### config.mk
export PLATFORM = sky130hd
export DESIGN_NAME = pulse_swallow_ctrl
export DESIGN_NICKNAME = d
export VERILOG_FILES = /design/src/rtl/pulse_swallow_ctrl.sv
export SDC_FILE = /design/constraint.sdc
export NUM_CORES = 1
export LEC_CHECK = 0
export CAP_MARGIN = 10
export CORE_MARGIN = 1
export CORE_UTILIZATION = 55
export CTS_BUF_LIST = sky130_fd_sc_hd__clkbuf_4 sky130_fd_sc_hd__clkbuf_8 sky130_fd_sc_hd__clkbuf_16
export DETAILED_ROUTE_END_ITERATION = 7
export PLACE_DENSITY = 0.89
export SETUP_SLACK_MARGIN = 0.02
export SLEW_MARGIN = 20
export SYNTH_ARGS = -nofsm -noshare
export SYNTH_HDL_FRONTEND = slang
export SYNTH_SLANG_ARGS = --single-unit
### constraint.sdc
create_clock -name i_clk -period 3.6 [get_ports i_clk]
set_input_delay 0.9 -clock i_clk [delete_from_list [all_inputs] [get_ports i_clk]]
set_output_delay 0.9 -clock i_clk [all_outputs]
set_load 0.02 [all_outputs]
### src/rtl/pulse_swallow_ctrl.sv
// -----------------------------------------------------------------------------
// pulse_swallow_ctrl
//
// Pulse-swallow controller for a P/P+1 dual-modulus divider chain. Runs on the
// prescaler output clock and owns the program counter (N) and swallow counter
// (S). Each output period lasts N clk cycles: the first S cycles drive the
// prescaler to divide by P+1, the remaining N-S cycles divide by P, giving
// N*P + S VCO cycles per period.
//
// New (N, S) ratios arrive over a valid/ready port and are double-buffered:
// a pending pair is promoted to the active pair only at a period boundary.
//
// Handshake: a transfer occurs on a rising edge where i_cfg_valid and
// o_cfg_ready are both 1. o_cfg_ready is 1 exactly when the pending buffer is
// empty. While i_cfg_valid=1 and o_cfg_ready=0, the offer (i_cfg_n, i_cfg_s)
// must be held stable. An accepted offer with N < 2 or S > N is discarded and
// flagged on o_cfg_err for one cycle.
//
// Ports
//   i_clk        prescaler output clock, rising-edge active
//   i_rst_n      asynchronous active-low reset
//   i_cfg_valid  a new (N, S) pair is offered
//   o_cfg_ready  pending buffer empty, an offer can be accepted
//   i_cfg_n      program count N (unsigned)
//   i_cfg_s      swallow count S (unsigned)
//   o_mc         modulus control, 1 = divide by P+1, 0 = divide by P
//   o_fout       one-cycle pulse in the first cycle of each output period
//   o_cfg_err    one-cycle pulse after an illegal offer was accepted
//   o_dbg_state  current FSM state (0 = IDLE, 1 = RUN)
// -----------------------------------------------------------------------------
module pulse_swallow_ctrl #(
   parameter int CNT_W = 8
) (
   input  logic             i_clk,
   input  logic             i_rst_n,
   input  logic             i_cfg_valid,
   output logic             o_cfg_ready,
   input  logic [CNT_W-1:0] i_cfg_n,
   input  logic [CNT_W-1:0] i_cfg_s,
   output logic             o_mc,
   output logic             o_fout,
   output logic             o_cfg_err,
   output logic             o_dbg_state
);

   localparam logic [CNT_W-1:0] ONE = CNT_W'(1);
   localparam logic [CNT_W-1:0] TWO = CNT_W'(2);

   typedef enum logic {
      S_IDLE = 1'b0,
      S_RUN  = 1'b1
   } state_t;

   state_t           r_state;
   state_t           w_state_nxt;

   logic [CNT_W-1:0] r_act_n;
   logic [CNT_W-1:0] r_act_s;
   logic [CNT_W-1:0] r_pend_n;
   logic [CNT_W-1:0] r_pend_s;
   logic             r_pend_valid;
   logic [CNT_W-1:0] r_cnt;
   logic             r_mc;
   logic             r_fout;
   logic             r_cfg_err;

   logic [CNT_W-1:0] w_cnt_nxt;
   logic [CNT_W-1:0] w_act_n_nxt;
   logic [CNT_W-1:0] w_act_s_nxt;
   logic             w_pend_valid_nxt;
   logic             w_load;
   logic             w_term;
   logic             w_xfer;
   logic             w_legal;
   logic             w_accept;
   logic             w_reject;
   logic             w_mc_nxt;
   logic             w_fout_nxt;

   // ---------------------------------------------------------------------------
   // Configuration port
   // ---------------------------------------------------------------------------
   assign o_cfg_ready = !r_pend_valid;
   assign w_xfer      = i_cfg_valid && !r_pend_valid;
   assign w_legal     = (i_cfg_n >= TWO) && (i_cfg_s <= i_cfg_n);
   assign w_accept    = w_xfer && w_legal;
   assign w_reject    = w_xfer && !w_legal;

   // Active N is at least 2 whenever we are in RUN, so act_n-1 never
   // underflows and the counter tops out at 2^CNT_W-2 for the largest N.
   assign w_term = (r_cnt == (r_act_n - ONE));

   // ---------------------------------------------------------------------------
   // Next-state / next-output decode
   // ---------------------------------------------------------------------------
   always_comb begin
      w_state_nxt = r_state;
      w_cnt_nxt   = r_cnt;
      w_load      = 1'b0;
      w_act_n_nxt = r_act_n;
      w_act_s_nxt = r_act_s;

      case (r_state)
         S_IDLE: begin
            w_cnt_nxt = '0;
            if (r_pend_valid) begin
               w_load      = 1'b1;
               w_state_nxt = S_RUN;
            end
         end
         S_RUN: begin
            if (w_term) begin
               w_cnt_nxt = '0;
               // Only a ratio that was already pending before this edge is
               // promoted; an offer landing on the wrap edge waits a period.
               w_load    = r_pend_valid;
            end else begin
               w_cnt_nxt = r_cnt + ONE;
            end
         end
         default: begin
            w_state_nxt = S_IDLE;
            w_cnt_nxt   = '0;
         end
      endcase

      if (w_load) begin
         w_act_n_nxt = r_pend_n;
         w_act_s_nxt = r_pend_s;
      end
   end

   // Load and accept are mutually exclusive: load needs pend_valid=1, accept
   // needs pend_valid=0.
   always_comb begin
      w_pend_valid_nxt = r_pend_valid;
      if (w_load) begin
         w_pend_valid_nxt = 1'b0;
      end else if (w_accept) begin
         w_pend_valid_nxt = 1'b1;
      end
   end

   // Outputs are registered from the post-edge counter and active pair so
   // that mc/fout line up with the cycle the counter value describes.
   always_comb begin
      w_mc_nxt   = 1'b0;
      w_fout_nxt = 1'b0;
      if (w_state_nxt == S_RUN) begin
         w_mc_nxt   = (w_cnt_nxt < w_act_s_nxt);
         w_fout_nxt = (w_cnt_nxt == '0);
      end
   end

   // ---------------------------------------------------------------------------
   // State registers
   // ---------------------------------------------------------------------------
   always_ff @(posedge i_clk or negedge i_rst_n) begin
      if (!i_rst_n) begin
         r_state      <= S_IDLE;
         r_cnt        <= '0;
         r_act_n      <= '0;
         r_act_s      <= '0;
         r_pend_valid <= 1'b0;
         r_mc         <= 1'b0;
         r_fout       <= 1'b0;
         r_cfg_err    <= 1'b0;
      end else begin
         r_state      <= w_state_nxt;
         r_cnt        <= w_cnt_nxt;
         r_act_n      <= w_act_n_nxt;
         r_act_s      <= w_act_s_nxt;
         r_pend_valid <= w_pend_valid_nxt;
         r_mc         <= w_mc_nxt;
         r_fout       <= w_fout_nxt;
         r_cfg_err    <= w_reject;
      end
   end

   // The pending data itself needs no reset: it is qualified by r_pend_valid.
   always_ff @(posedge i_clk or negedge i_rst_n) begin
      if (!i_rst_n) begin
         r_pend_n <= '0;
         r_pend_s <= '0;
      end else if (w_accept) begin
         r_pend_n <= i_cfg_n;
         r_pend_s <= i_cfg_s;
      end
   end

   assign o_mc        = r_mc;
   assign o_fout      = r_fout;
   assign o_cfg_err   = r_cfg_err;
   assign o_dbg_state = r_state;

endmodule

---- Word level (Yosys, flattened, before mapping) ----
Cells that the tools add are included.
storage, ports and cells
  bits in registers ....................... 45
  bits of input ports ..................... 19
  output and inout bits ................... 5
  logic and storage cells ................. 36
operators by class
  $add $sub $neg .......................... 2
  $lt $le $gt $ge ......................... 3
  equality and inequality tests ........... 1
  muxes and demuxes ....................... 11
  bitwise logic cells ..................... 1
  reduce and logical (&&, ||, !) cells .... 8
operator list
  kind                   count
  $mux W8                2
  $pmux W8 S2            1
  $add A8 B1 Y8 const B  1
  $eq A8 B8 Y1           1
  $ge A8 B2 Y1 const B   1
  $le A8 B8 Y1           1
  $logic_not A8 Y1       1
  $lt A8 B8 Y1           1
  $sub A8 B1 Y8 const B  1
  $mux W1                7
  $logic_and A1 B1 Y1    4
  $logic_not A1 Y1       2
  $pmux W1 S2            1
  $reduce_bool A2 Y1     1
  $not A1 Y1             1

---- Logic depth before layout (Yosys ltp) ----
Gate-level depths: netlist (run 1).
  word-level depth ........................ 7
  gate-level depth with buffers ........... 14
  mapped depth without buffers ............ 13

---- Worst setup path before layout (run 1) ----
No wires, ideal clock.
  kind .................................... register to register
  from .................................... register r_act_n[0]
  to ...................................... register r_mc (netlist: o_mc)
  library setup time ...................... 82 ps
  arrival ................................. 3,241 ps
  setup slack ............................. 277 ps
  cell stages (with the launch flop) ...... 12
  buffers on the path ..................... 1
  period minus slack after synthesis ...... 3,323 ps
  cell sequence ........................... dfrtp_1 -> or4_4 -> or4b_4 -> a21oi_2 -> o41ai_4 -> a21oi_4 -> buf_8 -> mux2i_1 -> ha_1 -> a211oi_1 -> nand4_1 -> a31oi_1
between the ends
  word-level cells in the longest chain between the ends .. 7
RTL lines
  item                    RTL line  RTL
  start, declared         57        logic [CNT_W-1:0] r_act_n;
  start signal, assigned  171       r_act_n <= w_act_n_nxt;
  $sub A8 B1 Y8 (*)       91        assign w_term = (r_cnt == (r_act_n - ONE));
  $eq A8 B8 Y1 (*)        91
  $mux W1                 112       if (w_term) begin
  $pmux W1 S2             103       case (r_state)
  $mux W8                 127       if (w_load) begin
  $lt A8 B8 Y1 (*)        150       w_mc_nxt = (w_cnt_nxt < w_act_s_nxt);
  $mux W1 (*)             149       if (w_state_nxt == S_RUN) begin
  net w_mc_nxt            77        logic w_mc_nxt;
  end signal, assigned    174       r_mc <= w_mc_nxt;
  end, declared           63        logic r_mc;
The timed path passes the listed nets; every way through them passes the cells marked *.
A chain may end at the register's enable or synchronous reset.

---- Worst setup path after layout (run 1) ----
Ends and elaborated chain as after synthesis.

==> reports/summary.txt, run 1 <==
Status: finished, final reports clean
Post-synth top flop: dfrtp_1
Die width: 69.1 um
Final Hold Viols: 0
Die Ht: 69.1 um
Mapped cell area: 2480 um2
Routed WL per cell: 16.6 um
Clk pin slew, worst setup/hold paths: 0.08 ns
Ant. Diodes: 0
Ys async rst share: 100%
HP Start: r_pend_n[1]
Initial Util: 56.9%
Syn-to-layout area delta: 18.9%
P_leak: 1.33 nW
Vias per inst: 5.75
Fraction of layout cells with a size suffix above 1: 19.7%
CTS root buffer: clkbuf_8
Post-Syn Instances: 217
Final min period: 3.34 ns
Max Cap Viol: 0
Rows: 24
GPL Wtd Cong: 0.925
Crit path kind: register to register
Setup TNS: 0 ns
Die ar.: 4780 um2
Number of global-route vias before repair: 1,741
Gr usage total: 23.1%
# IOs: 24
Worst skew pair latency: 0.30 ns
Slew Limit Fails: 0
Drt initial violations: 135
Clock Path Buffers: 2
Count of final setup violators: 0
Placed Area: 2790 um2
Final routed DRC violation total: 0
Grt ovf: 0
Cell area power density: 805 nW/um2
Top cell by count, worst path: ha_1
FF-to-FF setup slack: 0.26 ns
Clk network pwr share: 16.1%
Buffers on Ports: 23
Num CTS Buffers: 5
CP cell instances: inv_1, ha_1, xnor2_1, a311o_1, a2111oi_4, o41ai_4, a21oi_4, buf_12, mux2i_1, ha_1, a21o_1, nand2_1, nand4b_1, a31oi_1
Worst setup EP type: register
Cell variety after synth: 44
Relative slew slack: 62.5%
CTS tree: done
Worst Reg2Reg Path Length in Cells: 14
Initial antenna violation count: 0
Hold Buf Count CTS: 0
Reg power frac: 40.0%
Combinational Power Share: 43.9%
Total Wirelength: 4990 um
HPWL after DPL: 3720 um
Area contributors post-synth: dfrtp_1 45%, mux2_2 10%, ha_1 8.6%
Syn Nets: 253
H-tree Lvls: 2
RSZ-0062 raised after global routing: false
Number of routed nets with antenna violations: 0
Post-synth top area cell: dfrtp_1
Worst-path fanout max: 16
Worst-margin pin slew: 0.558 ns
Yosys Warn Count: 0
Most common cell in the netlist: dfrtp_1
Nets@finish: 284
Sw power: 0.000902 W
CP arrival: 3.57 ns
Worst Hold Class: register to register
Hold Path Depth: 2
Via Count: 1,731
Post-route cell area: 2950 um2
Pint: 0.00147 W
Clock Skew: 0.00823 ns
Slowest-stage cell, CP: dfrtp_1
Post-synth EDFFs: 0
Switching fraction of total power: 38.0%
First-pass GRT wire length: 8750 um
Crit-path max cell delay: 0.40 ns
CTS sink cnt: 45
Hold EP: r_act_n[1]
Top cells by count, synth: 45 x dfrtp_1, 23 x mux2_2, 21 x inv_1, 17 x ha_1, 12 x nor2_1
Worst reg2reg path startpoint: r_act_n[0]
Top-area cell type share of the netlist area: 45.4%
FF-to-FF End: o_mc
Largest net degree at the start of global routing: 46
Initial DRT Pass Iterations: 4
Fmax: 299 MHz
Worst ir drop on vdd: 507 uV
Synthesis-stage register bit count: 45
Register area share after synthesis: 45.4%
Req. time, crit path: 3.83 ns
Period utilization: 92.8%
Syn_area_per_cell: 11.4 um2
Startpoint Class: register
Core area: 4350 um2
==> cell families (layout without fill, tap and decap cells) <==
family	count (synthesis)	after routing	synth area share, %
and+or+nand+nor	55	55	12.2
DFF	45	45	45.4
muxes	32	32	14.1
AOI/OAI and AO/OA	27	27	9.59
buffers and inverters	27	59	4.64
adders and majority gates	17	17	8.58
xor gates and xnor gates	14	14	5.50
==> per-stage QoR <==
stage          worst slack [ns]  hold WS, ns  instances  utilization (%)  power [W]
6_report                  0.258        0.496        301             67.7    0.00237
3_5_place_dp              0.132        0.470        291             64.1    0.00195
3_3_place_gp              0.173        0.465        291             64.1    0.00189
2_1_floorplan             0.277        0.446        217                -    0.00168
5_1_grt                  0.0199        0.527        301             67.7    0.00254
4_1_cts                   0.187        0.485        299             66.8    0.00235
==> metal layers <==
metal	wire [um]	GRT usage (%)
met3	184	3.65
met2	2520	38.3
met5	0	0
met4	41	5.44
met1	2250	31.8
==> worst max-delay path, delay by kind of cell, from the launching register on <==
family,cells,cell delay (ns)
XOR/XNOR,1,0.13
multiplexers,1,0.25
AO/OA/AOI/OAI,6,1.47
adder cells (fa/ha/maj),2,0.60
buffers and inverters,2,0.25
AND/OR/NAND/NOR,2,0.15
flip-flops,1,0.40
==> power groups by stage <==
stage	clock network, W	registers [W]	logic, W
floorplan	0	0.000868	0.000808
global placement	0	0.000937	0.000953
detailed placement	0	0.000952	0.000994
CTS	0.000390	0.000944	0.00102
global route	0.000410	0.000984	0.00115
finish	0.000381	0.000950	0.00104
==> area by class of cell <==
class                           count  area (um2)
Tap cell                           52        65.1
Inverter                           22        82.6
Multi-Input combinational cell    145        1250
Clock buffer                        6        76.3
Clock inverter                      2        38.8
Fill cell                         288        1410
Sequential cell                    45        1130
Timing Repair Buffer               29         303
==> state kept, by name (all words and copies together) (netlist names) <==
signal,flops
o_cfg_err,1
o_dbg_state,1
o_fout,1
o_mc,1
r_act_n,8
r_act_s,8
r_cnt,8
r_pend_n,8
r_pend_s,8
r_pend_valid,1
==> cells in the final DEF, fill, tap and decap left out, drive strengths merged, types with 7 or more instances in the layout <==
master,instances
ha,17
inv,22
buf,7
nand2,11
mux2i,9
xnor2,9
nor2,12
dfrtp,45
mux2,23
clkdlybuf4s50,22
==> repair_timing <==
| action | CTS | global route |
|---|---|---|
| setup endpoints to repair | 0 | 1 |
| buffers inserted | 0 | 1 |
| resized for setup | 0 | 1 |
==> worst max path at each step <==
| stage | from | to | slack [ns] | cells past startpoint |
|---|---|---|---|---|
| 2_1_floorplan | r_act_n[0] | o_mc | 0.28 | 11 |
| 3_3_place_gp | i_cfg_n[1] | r_pend_s[4] | 0.17 | 11 |
| 3_5_place_dp | i_cfg_n[1] | r_pend_s[1] | 0.13 | 11 |
| 4_1_cts | r_act_n[0] | o_mc | 0.19 | 12 |
| 5_1_grt | r_act_n[0] | o_mc | 0.02 | 14 |
| 6_report | r_act_n[0] | o_mc | 0.26 | 14 |
Power figures use the tool's default switching activity.
==> run 2, diff against run 1 <==
--- a/config.mk
+++ b/config.mk
@@ -9,6 +9,7 @@
 export CORE_MARGIN = 1
 export CORE_UTILIZATION = 55
 export CTS_BUF_LIST = sky130_fd_sc_hd__clkbuf_4 sky130_fd_sc_hd__clkbuf_8 sky130_fd_sc_hd__clkbuf_16
+export CTS_CLUSTER_DIAMETER = 40
 export DETAILED_ROUTE_END_ITERATION = 7
 export PLACE_DENSITY = 0.89
 export SETUP_SLACK_MARGIN = 0.02
==> results of run 2 <==
Same layout as run 1: the final DEF is identical, and so are final timing and power.
